File: config.mk
export PLATFORM = sky130hd
export DESIGN_NAME = ym2203_wr_seq
export DESIGN_NICKNAME = d
export VERILOG_FILES = /design/src/rtl/ym2203_pkg.sv /design/src/rtl/jt_cmd_fifo.sv /design/src/rtl/ym2203_wr_seq.sv
export SDC_FILE = /design/constraint.sdc
export NUM_CORES = 1
export LEC_CHECK = 0
export ABC_AREA = 1
export BUFFER_PORTS_ARGS = -buffer_cell sky130_fd_sc_hd__buf_2
export CORE_UTILIZATION = 55
export DETAILED_ROUTE_END_ITERATION = 10
export PLACE_DENSITY_LB_ADDON = 0.1
export SLEW_MARGIN = 10
export SYNTH_ARGS = -nofsm -noshare
export SYNTH_HDL_FRONTEND = slang
export SYNTH_SLANG_ARGS = --single-unit
export TNS_END_PERCENT = 1
File: constraint.sdc
create_clock -name clk -period 2.1 [get_ports clk]
set_clock_uncertainty 0.15 [all_clocks]
set_input_delay 0.42 -clock clk [delete_from_list [all_inputs] [get_ports clk]]
set_output_delay 0.42 -clock clk [all_outputs]
set_load 0.1 [all_outputs]
File: src/rtl/ym2203_pkg.sv
// YM2203 write sequencer shared types and constants.
// Holds the FSM state enum, command bundle and default bus wait counts.
package ym2203_pkg;

   typedef enum logic [2:0] {
      RST_HOLD,
      IDLE,
      ADDR_WR,
      ADDR_WAIT,
      DATA_WR,
      DATA_WAIT
   } state_e;

   typedef struct packed {
      logic [7:0] rg;
      logic [7:0] data;
   } cmd_t;

   localparam logic [7:0] SSG_LAST_REG = 8'h0F;

   localparam int FIFO_DEPTH_DEF    = 4;
   localparam int ADDR_WAIT_DEF     = 17;
   localparam int DATA_WAIT_FM_DEF  = 83;
   localparam int DATA_WAIT_SSG_DEF = 0;
   localparam int CHIP_RST_CYC_DEF  = 8;

   localparam int CNT_W = 16;

   function automatic logic is_ssg(input logic [7:0] r);
      return r <= SSG_LAST_REG;
   endfunction

endpackage

File: src/rtl/jt_cmd_fifo.sv
// Small command FIFO with registered full/empty flags.
// Ports: clk, rst_n, push_i/din_i write side, pop_i/dout_o read side, full_o, empty_o.
module jt_cmd_fifo #(
   parameter int W     = 16,
   parameter int DEPTH = 4
) (
   input  logic         clk,
   input  logic         rst_n,
   input  logic         push_i,
   input  logic [W-1:0] din_i,
   input  logic         pop_i,
   output logic [W-1:0] dout_o,
   output logic         full_o,
   output logic         empty_o
);

   localparam int AW = $clog2(DEPTH);

   logic [W-1:0] mem_q [DEPTH];
   logic [AW:0]  wr_q, wr_d;
   logic [AW:0]  rd_q, rd_d;
   logic         full_q, full_d;
   logic         empty_q, empty_d;
   logic         do_push, do_pop;

   assign do_push = push_i && !full_q;
   assign do_pop  = pop_i && !empty_q;

   // Extra MSB tells a full ring from an empty one.
   always_comb begin
      wr_d = wr_q;
      rd_d = rd_q;
      if (do_push) wr_d = wr_q + (AW+1)'(1);
      if (do_pop)  rd_d = rd_q + (AW+1)'(1);
      empty_d = (wr_d == rd_d);
      full_d  = (wr_d[AW] != rd_d[AW]) &&
                (wr_d[AW-1:0] == rd_d[AW-1:0]);
   end

   always_ff @(posedge clk or negedge rst_n) begin
      if (!rst_n) begin
         wr_q    <= '0;
         rd_q    <= '0;
         full_q  <= 1'b0;
         empty_q <= 1'b1;
      end else begin
         wr_q    <= wr_d;
         rd_q    <= rd_d;
         full_q  <= full_d;
         empty_q <= empty_d;
      end
   end

   always_ff @(posedge clk) begin
      if (do_push) mem_q[wr_q[AW-1:0]] <= din_i;
   end

   assign dout_o  = mem_q[rd_q[AW-1:0]];
   assign full_o  = full_q;
   assign empty_o = empty_q;

endmodule

File: src/rtl/ym2203_wr_seq.sv
// Queues register writes and plays them onto the YM2203 bus with chip wait times.
// Ports: clk/rst_n, cen chip enable, cmd_* push side, ym_* chip bus, busy, fifo_ovf.
module ym2203_wr_seq
   import ym2203_pkg::*;
#(
   parameter int FIFO_DEPTH    = FIFO_DEPTH_DEF,
   parameter int ADDR_WAIT     = ADDR_WAIT_DEF,
   parameter int DATA_WAIT_FM  = DATA_WAIT_FM_DEF,
   parameter int DATA_WAIT_SSG = DATA_WAIT_SSG_DEF,
   parameter int CHIP_RST_CYC  = CHIP_RST_CYC_DEF
) (
   input  logic       clk,
   input  logic       rst_n,
   input  logic       cen,
   input  logic       cmd_valid,
   output logic       cmd_ready,
   input  logic [7:0] cmd_reg,
   input  logic [7:0] cmd_data,
   output logic       ym_rst,
   output logic       ym_cs_n,
   output logic       ym_wr_n,
   output logic       ym_addr,
   output logic [7:0] ym_din,
   output logic       busy,
   output logic       fifo_ovf
);

   state_e           state_q;
   logic [CNT_W-1:0] cnt_q;
   logic [7:0]       data_q;
   logic             ssg_q;
   logic             alive_q;
   logic             ovf_q;
   logic             rst_q, cs_n_q, wr_n_q, addr_q;
   logic [7:0]       din_q;

   cmd_t             head;
   logic             full, empty, push, pop, last;

   // Ready stays low until the first edge out of reset.
   assign cmd_ready = alive_q && !full;
   assign push      = cmd_valid && cmd_ready;
   assign pop       = cen && (state_q == IDLE) && !empty;

   // Every hold/wait lasts max(count,1) cen periods.
   assign last = (cnt_q <= CNT_W'(1));

   jt_cmd_fifo #(
      .W     ($bits(cmd_t)),
      .DEPTH (FIFO_DEPTH)
   ) u_fifo (
      .clk     (clk),
      .rst_n   (rst_n),
      .push_i  (push),
      .din_i   ({cmd_reg, cmd_data}),
      .pop_i   (pop),
      .dout_o  (head),
      .full_o  (full),
      .empty_o (empty)
   );

   always_ff @(posedge clk or negedge rst_n) begin
      if (!rst_n) begin
         state_q <= RST_HOLD;
         cnt_q   <= CNT_W'(CHIP_RST_CYC);
         data_q  <= 8'h00;
         ssg_q   <= 1'b0;
         alive_q <= 1'b0;
         ovf_q   <= 1'b0;
         rst_q   <= 1'b1;
         cs_n_q  <= 1'b1;
         wr_n_q  <= 1'b1;
         addr_q  <= 1'b0;
         din_q   <= 8'h00;
      end else begin
         alive_q <= 1'b1;
         if (cmd_valid && !cmd_ready) ovf_q <= 1'b1;
         if (cen) begin
            unique case (state_q)
               RST_HOLD: begin
                  if (last) begin
                     state_q <= IDLE;
                     rst_q   <= 1'b0;
                  end else begin
                     cnt_q <= cnt_q - CNT_W'(1);
                  end
               end
               IDLE: begin
                  if (!empty) begin
                     state_q <= ADDR_WR;
                     cs_n_q  <= 1'b0;
                     wr_n_q  <= 1'b0;
                     addr_q  <= 1'b0;
                     din_q   <= head.rg;
                     data_q  <= head.data;
                     ssg_q   <= is_ssg(head.rg);
                  end
               end
               ADDR_WR: begin
                  state_q <= ym2203_pkg::ADDR_WAIT;
                  cs_n_q  <= 1'b1;
                  wr_n_q  <= 1'b1;
                  cnt_q   <= CNT_W'(ADDR_WAIT);
               end
               ym2203_pkg::ADDR_WAIT: begin
                  if (last) begin
                     state_q <= DATA_WR;
                     cs_n_q  <= 1'b0;
                     wr_n_q  <= 1'b0;
                     addr_q  <= 1'b1;
                     din_q   <= data_q;
                  end else begin
                     cnt_q <= cnt_q - CNT_W'(1);
                  end
               end
               DATA_WR: begin
                  state_q <= DATA_WAIT;
                  cs_n_q  <= 1'b1;
                  wr_n_q  <= 1'b1;
                  cnt_q   <= ssg_q ? CNT_W'(DATA_WAIT_SSG)
                                   : CNT_W'(DATA_WAIT_FM);
               end
               DATA_WAIT: begin
                  if (last) state_q <= IDLE;
                  else      cnt_q   <= cnt_q - CNT_W'(1);
               end
               default: state_q <= IDLE;
            endcase
         end
      end
   end

   assign ym_rst   = rst_q;
   assign ym_cs_n  = cs_n_q;
   assign ym_wr_n  = wr_n_q;
   assign ym_addr  = addr_q;
   assign ym_din   = din_q;
   assign busy     = !empty || (state_q != IDLE);
   assign fifo_ovf = ovf_q;

endmodule

Word level (Yosys, flattened, before mapping)
Memories as Yosys holds them, arrays and structs flattened.
Index checks and enable logic that the tools add are counted.
- memory bits (writable): 64
- logic and storage cells: 78
- output and inout port bits: 15
- bits of input ports: 20
- register bits: 49
- memories kept: 1
- reduce and logical (&&, ||, !) cells: 25
- order comparisons: 2
- equality and inequality tests: 13
- muxes and demuxes: 19
- add/sub/neg operators: 3
- bitwise operators: 1
- memories (name ; words ; bits a word ; read ports ; clocked after memory_dff ; write ports ; line ; text):
    u_fifo.mem_q ; 4 ; 16 ; 1 ; 0 ; 1 ; jt_cmd_fifo.sv:19 ; logic [W-1:0] mem_q [DEPTH];
- operator list (cell ; count):
    $pmux 16 s3 ; 1
    $le 16x1->1 const B ; 1
    $mux 16 ; 1
    $mux 8 ; 2
    $pmux 8 s2 ; 1
    $sub 16x1->16 const B ; 1
    $mux 3 ; 5
    $pmux 3 s5 ; 1
    $reduce_and 4->1 ; 3
    $reduce_and 3->1 ; 3
    $le 8x4->1 const B ; 1
    $logic_and 1x1->1 ; 8
    $mux 7 ; 1
    $add 3x1->3 const B ; 2
    $eq 3x2->1 const B ; 2
    $eq 3x3->1 const B ; 2
    $ne 2x2->1 const B ; 3
    $reduce_bool 3->1 ; 2
    $mux 1 ; 5
    $reduce_or 2->1 ; 2
    $eq 3x1->1 const B ; 1
    $eq 3x3->1 ; 1
    $logic_not 1->1 ; 3
    $logic_not 3->1 ; 1
    other kinds (10) ; 10

Depth between registers and ports, before layout
Gate-level depths: netlist of the first run.
- depth after elaboration: 7
- depth in mapped cells: 12

Modules after synthesis
A second synthesis of the first run with hierarchy kept.
- cell total of the unflattened synthesis: 567
- area, all modules: 5317.6 µm²
- modules (own cells, without submodules) (module ; cells an instance ; times used ; sequential area each (µm²) ; area each (µm²)):
    jt_cmd_fifo ; 241 ; 1 ; 2123.3 ; 2956.6
    ym2203_wr_seq ; 326 ; 1 ; 1029.7 ; 2361.0

Least setup slack after synthesis of the first run
Ideal clock, no wire load.
- path kind: flip-flop to flip-flop
- from: reg alive_q
- to: reg u_fifo.full_q (netlist: u_fifo.full_o)
- data required time: 1.830 ns
- period minus slack after synthesis: 2.476 ns
- setup slack: -0.376 ns
- cell stages (with the launch flop): 10
- arrival time: 2.207 ns
- buffers on the path: 0
- cells stage by stage: dfrtp_1 -> inv_1 -> nor2_1 -> nand3_1 -> nand2_1 -> nand3_1 -> nand2_1 -> inv_1 -> nand2_1 -> nor2_1
- cells in the longest elaborated chain, start to end: 6
- RTL lines (item ; line ; text):
    start, declared ; ym2203_wr_seq.sv:32 ; logic alive_q;
    start signal, assigned ; ym2203_wr_seq.sv:68 ; alive_q <= 1'b0;
    start signal, assigned ; ym2203_wr_seq.sv:76 ; alive_q <= 1'b1;
    $logic_and 1x1->1 * ; ym2203_wr_seq.sv:41 ; assign cmd_ready = alive_q && !full;
    net cmd_ready ; ym2203_wr_seq.sv:16 ; output logic cmd_ready,
    $logic_and 1x1->1 * ; ym2203_wr_seq.sv:42 ; assign push = cmd_valid && cmd_ready;
    $logic_and 1x1->1 * ; jt_cmd_fifo.sv:26 ; assign do_push = push_i && !full_q;
    $mux 3 * ; jt_cmd_fifo.sv:33 ; if (do_push) wr_d = wr_q + (AW+1)'(1);
    $eq 2x2->1 / $ne 1x1->1 (equally long branches) ; jt_cmd_fifo.sv:37, jt_cmd_fifo.sv:36 ;
    $logic_and 1x1->1 * ; jt_cmd_fifo.sv:36 ; full_d = (wr_d[AW] != rd_d[AW]) &&
    net u_fifo.full_d ; jt_cmd_fifo.sv:22 ; logic full_q, full_d;
    end signal, assigned ; jt_cmd_fifo.sv:49 ; full_q <= full_d;
    end, declared ; jt_cmd_fifo.sv:22 ;
The timed path passes the listed nets; every way through them passes the cells marked *.
A chain may end at the register's enable or synchronous reset.

==> results of run 1 <==
-- worst register-to-register path: cells and delay by family (launching register included) --
family | cells | cell delay, ns
simple gates | 3 | 0.59
flops | 1 | 0.41
compound gates | 1 | 0.18
buf+inv | 2 | 0.45
-- stage by stage --
stage	util, %	hold slack, ns	setup slack [ns]
after CTS	69.71	0.01229	0.0006585
after detailed placement	61.73	0.2740	0.2213
final	69.95	0.02538	0.05483
after global routing	69.95	0.01743	-0.001821
after floorplan	-	-0.02559	0.1414
after global placement	61.73	0.2781	0.2468
-- cell type report --
cell class                      count  area [sq um]
Timing Repair Buffer               67         543.0
Clock inverter                     10         138.9
Fill cell                         713          2803
Inverter                           53         198.9
Multi-Input combinational cell    415          1902
Sequential cell                   113          3156
Clock buffer                       20         425.4
Tap cell                          129         161.4
-- flip-flops by register name, indices dropped and copies added (netlist names), 3 cells and up --
register      count
cnt_q            16
data_q            8
state_q           3
u_fifo.mem_q     64
u_fifo.rd_q       3
u_fifo.wr_q       3
ym_din            8
-- layer usage --
metal | GRT usage [%] | up-vias | share of wire (%)
li1 | - | 2076 | -
met1 | 31.88 | 1887 | 45
met2 | 41.94 | 81 | 49
met3 | 6.588 | 14 | 3.9
met4 | 10.14 | 0 | 1.5
met5 | 0 | - | 0
-- cell usage in the layout (no fill, tap or decap), drive strengths merged --
master,instances
nor2,91
bufinv,3
dfstp,4
conb,1
clkinv,8
nand4,16
clkbuf,22
a31oi,8
edfxtp,64
or2,1
inv,52
ha,7
nand2,214
nand3,40
dfrtp,45
xor2,4
xnor2,4
a21oi,1
o21ai,25
dlygate4sd3,17
buf,48
o21a,1
o21bai,2
-- cell families (layout without fill, tap and decap cells) --
| kind of cell | count (synthesis) | in the layout | synth area share [%] |
|---|---|---|---|
| and+or+nand+nor | 362 | 362 | 28.34 |
| DFF | 113 | 113 | 59.02 |
| buffers and inverters | 72 | 150 | 5.761 |
| AOI/OAI and AO/OA | 37 | 37 | 3.864 |
| xor gates and xnor gates | 8 | 8 | 1.311 |
| adders and majority gates | 7 | 7 | 1.639 |
| other | 1 | 1 | 0.07019 |
-- where the power goes --
part	leakage (nW)	switching, mW	internal [mW]
Clock	0.276	0.955	1.79
Sequential	1.18	0.379	2.87
Combinational	1.57	3.15	1.28
-- what timing repair did --
| item | CTS | global route |
|---|---|---|
| gates cloned | 0 | 0 |
| hold buffers | 17 | 0 |
| resized for setup | 3 | 7 |
| pin swaps | 0 | 1 |
| setup buffers | 1 | 0 |
| setup endpoints to repair | 1 | 4 |
| hold endpoints to repair | 81 | 0 |
-- how the worst min path moves through the flow --
stage                         start  endpoint  slack (ns)  depth (start not counted)
after floorplan               rst_n   alive_q       -0.03                          0
after global placement        rst_n  fifo_ovf        0.28                          1
after detailed placement      rst_n  fifo_ovf        0.27                          1
after CTS                 cmd_valid  fifo_ovf        0.01                          3
after global routing      cmd_valid  fifo_ovf        0.02                          3
final                     cmd_valid  fifo_ovf        0.03                          3
==> flow_metrics.tcl, run 1 <==
set metrics [dict create \
    cp.depth 1 \
    finalHoldViolations 0 \
    fin_area_sq_mm 0.006525 \
    crit_path_start_kind "flip-flop" \
    grt_max_degree 34 \
    yosysTopAreaCellShare_pct 35.97 \
    cts-root-buf "clkbuf_8" \
    clk_pin_slew_ns 0.06 \
    fp.dieH_microns 100.6 \
    syn-mean-instance-area_sq_um 8.904 \
    crit_buf_inv 1 \
    irDropWorstVdd_uv 1050 \
    grt_pass1_wl_mm 18.98 \
    core-area_sq_mm 0.009328 \
    synth.cell_area_sq_mm 0.005343 \
    outcome "complete, no violations" \
    ys_seq_area_share_pct 59.02 \
    crit_family "flip-flops" \
    tritoncts "yes" \
    cap_violations 0 \
    clock_latency_ns 0.52 \
    rrSetupSlack_ns 0.23 \
    antenna_cells 0 \
    worstPathArrival_ns 1.48 \
    clock-sinks 113 \
    fin_nets 694 \
    hpwl_mm 7.307 \
    drtPass1Iterations 5 \
    start_util_pct 57.28 \
    finalCritPeriodShare_pct 97.39 \
    synth-edff-count 64 \
    synth_top_area_cell "edfxtp_1" \
    finalCriticalPeriod_ns 2.045 \
    yosys_register_bits 113 \
    hold_class "in2reg" \
    reg2reg_depth 6 \
    ys_async_sr_fraction_pct 43.36 \
    layout-drive-gt1-share_pct 15.63 \
    syn_to_final_growth_pct 22.13 \
    report.final.slew_viol_count 0 \
    portBuffers 34 \
    cp_slowest_cell "dfstp_2" \
    rows 35 \
    yosysMostFrequentCell "nand2_1" \
    drt_wl_total_mm 11.31 \
    vias 4058 \
    critPathMaxStageDelay_ns 0.54 \
    rr_startpoint "state_q[2]" \
    io_pins 35 \
    finalSetupViolations 0 \
    antenna_found_initial 0 \
    viasPerCell 5.029 \
    cts_buffer_depth 2 \
    fin_tns_setup_ns 0 \
    drtIter0Drc 227 \
    gp_congestion 0.8368 \
    antenna_left 0 \
    synthDistinctLibCells 30 \
    path_cells "buf_2" \
    remaining_drc_errors 0 \
    cp-startpoint "ym_wr_n" \
    yosysWarnings 0 \
    total_power_mw 10.43 \
    place_inst 759 \
    synth_top_cells_by_area "edfxtp_1 (36%), dfrtp_1 (21%), nand2_1 (15%)" \
    worstMarginPinSlew_ns 0.5247 \
    synth_cells 600 \
    die-area_sq_mm 0.01011 \
    path_class "reg2out" \
    setup.worst_path.end_class "primary output" \
    grt_pass1_vias 3950 \
    cp.required_ns 1.53 \
    track_usage_pct 25.32 \
    htreeDepth 4 \
    crit_end "ym_cs_n" \
    leakage_nw 3.023 \
    synth_ff_type "edfxtp_1" \
    syn-num-nets 627 \
    grt_setup_unrepaired "yes" \
    die_w_microns 100.6 \
    yosys-top-cells-count "nand2_1 (209), nor2_1 (87), edfxtp_1 (64), inv_1 (47), dfrtp_1 (45)" \
    max_slew_margin_pct 65.02 \
    rr_endpoint "data_q[3]" \
    numCtsBuffers 17 \
    max_freq_mhz 489.0 \
    power_density_mw_per_mm2 1599 \
    wl_per_cell_microns 14.01 \
    overflow 0 \
    final_cells 807 \
    placed_area_sq_mm 0.005758 \
    cp_max_fo 3 \
]
Power figures use the tool's default switching activity.
==> inputs of run 2 (changes only) <==
--- a/config.mk
+++ b/config.mk
@@ -9,6 +9,7 @@
 export BUFFER_PORTS_ARGS = -buffer_cell sky130_fd_sc_hd__buf_2
 export CORE_UTILIZATION = 55
 export DETAILED_ROUTE_END_ITERATION = 10
+export HOLD_SLACK_MARGIN = 0.06
 export PLACE_DENSITY_LB_ADDON = 0.1
 export SLEW_MARGIN = 10
 export SYNTH_ARGS = -nofsm -noshare
==> flow_metrics.tcl, run 2 (synthesis gave the netlist of run 1 again) <==
set metrics [dict create \
    hold_class "in2reg" \
    crit_path_start_kind "flip-flop" \
    grt_max_degree 34 \
    report.final.slew_viol_count 0 \
    setup.worst_path.end_class "primary output" \
    cap_violations 0 \
    antenna_found_initial 0 \
    layout_common_cells "nand2_1 (208), nor2_1 (85), edfxtp_1 (64), inv_1 (45), dfrtp_1 (43)" \
    wl_met1_mm 5.041 \
    drtIter0Drc 202 \
    path_cells "buf_2" \
    grt_pass1_vias 3958 \
    leakage_nw 3.028 \
    die-area_sq_mm 0.01011 \
    rows 35 \
    power_density_mw_per_mm2 1596 \
    finalSetupViolations 0 \
    worstPathArrival_ns 1.48 \
    min-delay-start "cen" \
    die_w_microns 100.6 \
    irDropWorstVdd_uv 1051 \
    finalHoldViolations 0 \
    highest_layer "met4" \
    finalCriticalPeriod_ns 2.046 \
    start_util_pct 57.28 \
    outcome "complete, no violations" \
    worstMarginPinSlew_ns 0.5258 \
    max_slew_margin_pct 64.95 \
    clock_latency_ns 0.52 \
    tritoncts "yes" \
    cts-root-buf "clkbuf_8" \
    rr_startpoint "state_q[2]" \
    fp.dieH_microns 100.6 \
    largest_reg_flops 64 \
    drt_wl_total_mm 11.26 \
    cp-startpoint "ym_wr_n" \
    hpwl_mm 7.307 \
    viasPerCell 5.022 \
    gp_congestion 0.8368 \
    whs_ns 0.1207 \
    antenna_left 0 \
    track_usage_pct 25.38 \
    fin_nets 695 \
    drtPass1Iterations 4 \
    final_common_cell "nand2_1" \
    final_util_pct 70.06 \
    fin_tns_setup_ns 0 \
    antenna_cells 0 \
    crit_family "flip-flops" \
    max_freq_mhz 488.7 \
    critPathMaxStageDelay_ns 0.54 \
    htreeDepth 4 \
    remaining_drc_errors 0 \
    syn_to_final_growth_pct 22.32 \
    io_pins 35 \
    reg2reg_depth 6 \
    holdPathStages 4 \
    grt_setup_unrepaired "yes" \
    portBuffers 34 \
    finalCritPeriodShare_pct 97.43 \
    cp_max_fo 3 \
    clock-sinks 113 \
    route.met3.wl_microns 490 \
    wl_per_cell_microns 13.94 \
    crit_buf_inv 1 \
    overflow 0 \
    clk_pin_slew_ns 0.05 \
    core-area_sq_mm 0.009328 \
    grt_pass1_wl_mm 19.03 \
    numCtsBuffers 17 \
    layout-drive-gt1-share_pct 15.61 \
    cp_slowest_cell "dfstp_2" \
    path_class "reg2out" \
    cts_buffer_depth 2 \
    total_power_mw 10.43 \
    cp.required_ns 1.53 \
    cp.depth 1 \
    vias 4058 \
    wl_met2_mm 5.574 \
]
[run 2: changes by cell type in the layout (fill, tap and decap cells not counted), sizes merged]
cell,previous run,this run
dlygate4sd3,17,18
[run 2: worst paths after layout]
kind	slack [ns]	to
min in group asynchronous	0.26	fifo_ovf
max in group asynchronous	0.92	cnt_q[3]
worst min-delay path	0.12	ym_rst
worst max register to register	0.22	data_q[3]
worst max-delay path	0.05	ym_cs_n
worst min register to register	0.31	ym_rst
[run 2: worst reg2reg max path: stages (launching register included)]
cell and delay [ns]:
dfrtp_2 0.41, buf_4 0.17, nor2_4 0.28, nand3_2 0.23, inv_2 0.28, nor2_1 0.09
a31oi_1 0.19
[run 2: timing repair]
| action | CTS | global route |
|---|---|---|
| buffers inserted | 1 | 0 |
| pin swaps | 0 | 1 |
| hold buffers | 18 | 0 |
| resized for setup | 3 | 7 |
| endpoints found under the hold margin | 82 | 0 |
| setup endpoints to repair | 1 | 4 |
[run 2: cell type report]
| type | instances | area [sq um] |
|---|---|---|
| multi-input combinational | 415 | 1902 |
| inverter | 53 | 198.9 |
| clock inverter | 10 | 138.9 |
| sequential | 113 | 3156 |
| timing repair buffer | 68 | 553.0 |
| fill | 712 | 2793 |
| clock buffer | 20 | 425.4 |
| tap | 129 | 161.4 |
[run 2: stage by stage]
stage / area [sq um] / instances / worst slack [ns]
4_1_cts: 6513 / 808 / 0.0006585
3_5_place_dp: 5758 / 759 / 0.2213
3_3_place_gp: 5758 / 759 / 0.2468
5_1_grt: 6535 / 808 / -0.001821
6_report: 6535 / 808 / 0.05389
2_1_floorplan: 5345 / 600 / 0.1414
[run 2: where the power goes]
group	switching [mW]	leakage (nW)	internal, mW
Sequential	0.375	1.18	2.87
Combinational	3.15	1.58	1.28
Clock	0.954	0.276	1.79
[run 2: layer usage]
metal / track usage (%) / vias to the layer above
met1: 32.07 / 1884
li1: - / 2077
met3: 6.588 / 12
met2: 41.94 / 85
met4: 10.14 / 0
met5: 0 / -
==> inputs of run 3 (changes only) <==
--- a/config.mk
+++ b/config.mk
@@ -7,6 +7,7 @@
 export LEC_CHECK = 0
 export ABC_AREA = 1
 export BUFFER_PORTS_ARGS = -buffer_cell sky130_fd_sc_hd__buf_2
+export CORE_MARGIN = 2
 export CORE_UTILIZATION = 55
 export DETAILED_ROUTE_END_ITERATION = 10
 export HOLD_SLACK_MARGIN = 0.06
==> flow_metrics.tcl, run 3 (synthesis gave the netlist of run 1 again) <==
set metrics [dict create \
    outcome "complete, no violations" \
    syn_to_final_growth_pct 22.20 \
    cpMostUsedCell "inv_2" \
    io_pins 35 \
    finalCriticalPeriod_ns 2.074 \
    cp_slowest_cell "dfrtp_2" \
    max_slew_margin_pct 60.76 \
    tritoncts "yes" \
    multi_input_area_sq_mm 0.001892 \
    regArea_sq_mm 0.003156 \
    cts_buffer_depth 2 \
    vias 4143 \
    reg2reg_depth 7 \
    power_density_mw_per_mm2 1596 \
    rrSetupSlack_ns 0.18 \
    report.final.slew_viol_count 0 \
    holdPathStages 4 \
    drt_wl_total_mm 11.27 \
    cp.required_ns 1.53 \
    worstMarginPinSlew_ns 0.5879 \
    fin_tns_setup_ns 0 \
    clock-sinks 113 \
    rr_endpoint "ym_din[6]" \
    grt_pass1_vias 3883 \
    fin_nets 697 \
    path_cells "inv_2 > nand2_2 > nor2_2 > inv_2 > buf_12" \
    portBuffers 34 \
    leakage_nw 3.017 \
    path_class "reg2out" \
    antenna_found_initial 0 \
    hold_class "in2reg" \
    overflow 0 \
    remaining_drc_errors 0 \
    start_util_pct 57.28 \
    crit_family "flip-flops" \
    irDropWorstVdd_uv 946.1 \
    htreeDepth 4 \
    min_to "ym_rst" \
    wl_per_cell_microns 13.89 \
    track_usage_pct 23.32 \
    cp_max_fo 6 \
    finalHoldViolations 0 \
    fp.dieH_microns 102.6 \
    cap_violations 0 \
    die_w_microns 102.6 \
    antenna_cells 0 \
    numCtsBuffers 17 \
    hpwl_mm 7.243 \
    crit_buf_inv 3 \
    antenna_left 0 \
    drtIter0Drc 303 \
    finalSetupViolations 0 \
    finalCritPeriodShare_pct 98.75 \
    clock_latency_ns 0.51 \
    cp.depth 5 \
    max_freq_mhz 482.2 \
    rows 35 \
    core-area_sq_mm 0.009328 \
    crit_path_start_kind "flip-flop" \
    drtPass1Iterations 5 \
    clk_pin_slew_ns 0.05 \
    critPathMaxStageDelay_ns 0.45 \
    largest_reg_flops 64 \
    cts-root-buf "clkbuf_8" \
    final_common_cell "nand2_1" \
    grt_pass1_wl_mm 18.58 \
    setup.worst_path.end_class "primary output" \
    worstPathArrival_ns 1.50 \
    layout_common_cells "nand2_1 (207), nor2_1 (85), edfxtp_1 (64), inv_1 (45), dfrtp_1 (43)" \
    viasPerCell 5.109 \
    min-delay-start "cen" \
    grt_max_degree 34 \
    layout-drive-gt1-share_pct 16.42 \
    total_power_mw 10.42 \
    die-area_sq_mm 0.01052 \
    gp_congestion 0.8957 \
    rr_startpoint "u_fifo.rd_q[0]" \
    fillers 706 \
]
## run 3: cell count changes in the layout (fill, tap and decap cells not counted), sizes merged
| cell | change |
|---|---|
| inv | +2 |
| clkinv | -2 |
| buf | +3 |
| bufinv | -1 |
| clkbuf | -4 |
| clkinvlp | +5 |
## run 3: worst min-delay path: cells and delay by family
family,cells,cell delay [ns]
buffers and inverters,2,0.18
AO/OA/AOI/OAI,1,0.07
AND/OR/NAND/NOR,1,0.07
## run 3: layout make-up
cell class                 count  share of cell area (%)
multi-input combinational    415                   28.98
clock inverter                14                   2.166
sequential                   113                   48.33
clock buffer                  17                   6.343
timing repair buffer          70                   8.662
inverter                      53                   3.047
tap                          129                   2.472
## run 3: metal layers
layer | part of all wire, % | up-vias | global-route usage, %
li1 | - | 2078 | -
met1 | 45 | 1945 | 31.96
met2 | 48 | 108 | 37.61
met3 | 5.2 | 12 | 6.373
met4 | 1.1 | 0 | 5.231
met5 | 0 | - | 0
## run 3: timing repair
item / in CTS / in global routing
hold endpoints to repair: 82 / 0
cloned: 0 / 0
endpoints found under the setup margin: 1 / 3
buffers inserted: 1 / 3
gates resized for setup: 3 / 6
hold buffers: 18 / 0
pin swaps: 0 / 1
## run 3: per-stage QoR
stage	cell area (sq um)	utilization, %	cells	hold slack [ns]	setup WS, ns
global placement	5751	61.65	758	0.2466	0.2382
finish	6529	69.99	811	0.1269	0.02624
floorplan	5345	-	600	-0.02559	0.1414
detailed placement	5751	61.65	758	0.2501	0.2318
CTS	6497	69.66	808	0.1112	0.004890
global route	6529	69.99	811	0.1783	-0.01894
## run 3: how the worst max path moves through the flow
stage / slack, ns / to / startpoint
after floorplan: 0.14 / u_fifo.full_o / u_fifo.full_o
after global placement: 0.24 / data_q[4] / cen
after detailed placement: 0.23 / state_q[2] / cnt_q[5]
after CTS: 0.005 / busy / state_q[1]
after global routing: -0.02 / busy / state_q[1]
final: 0.03 / busy / state_q[1]
## run 3: where the power goes
part           switching (mW)  leakage (nW)  internal, mW  total (mW)
Sequential              0.362          1.18          2.87        3.23
Clock                    1.01         0.257          1.67        2.68
Combinational            3.20          1.58          1.30        4.50
Total                    4.57          3.02          5.84        10.4
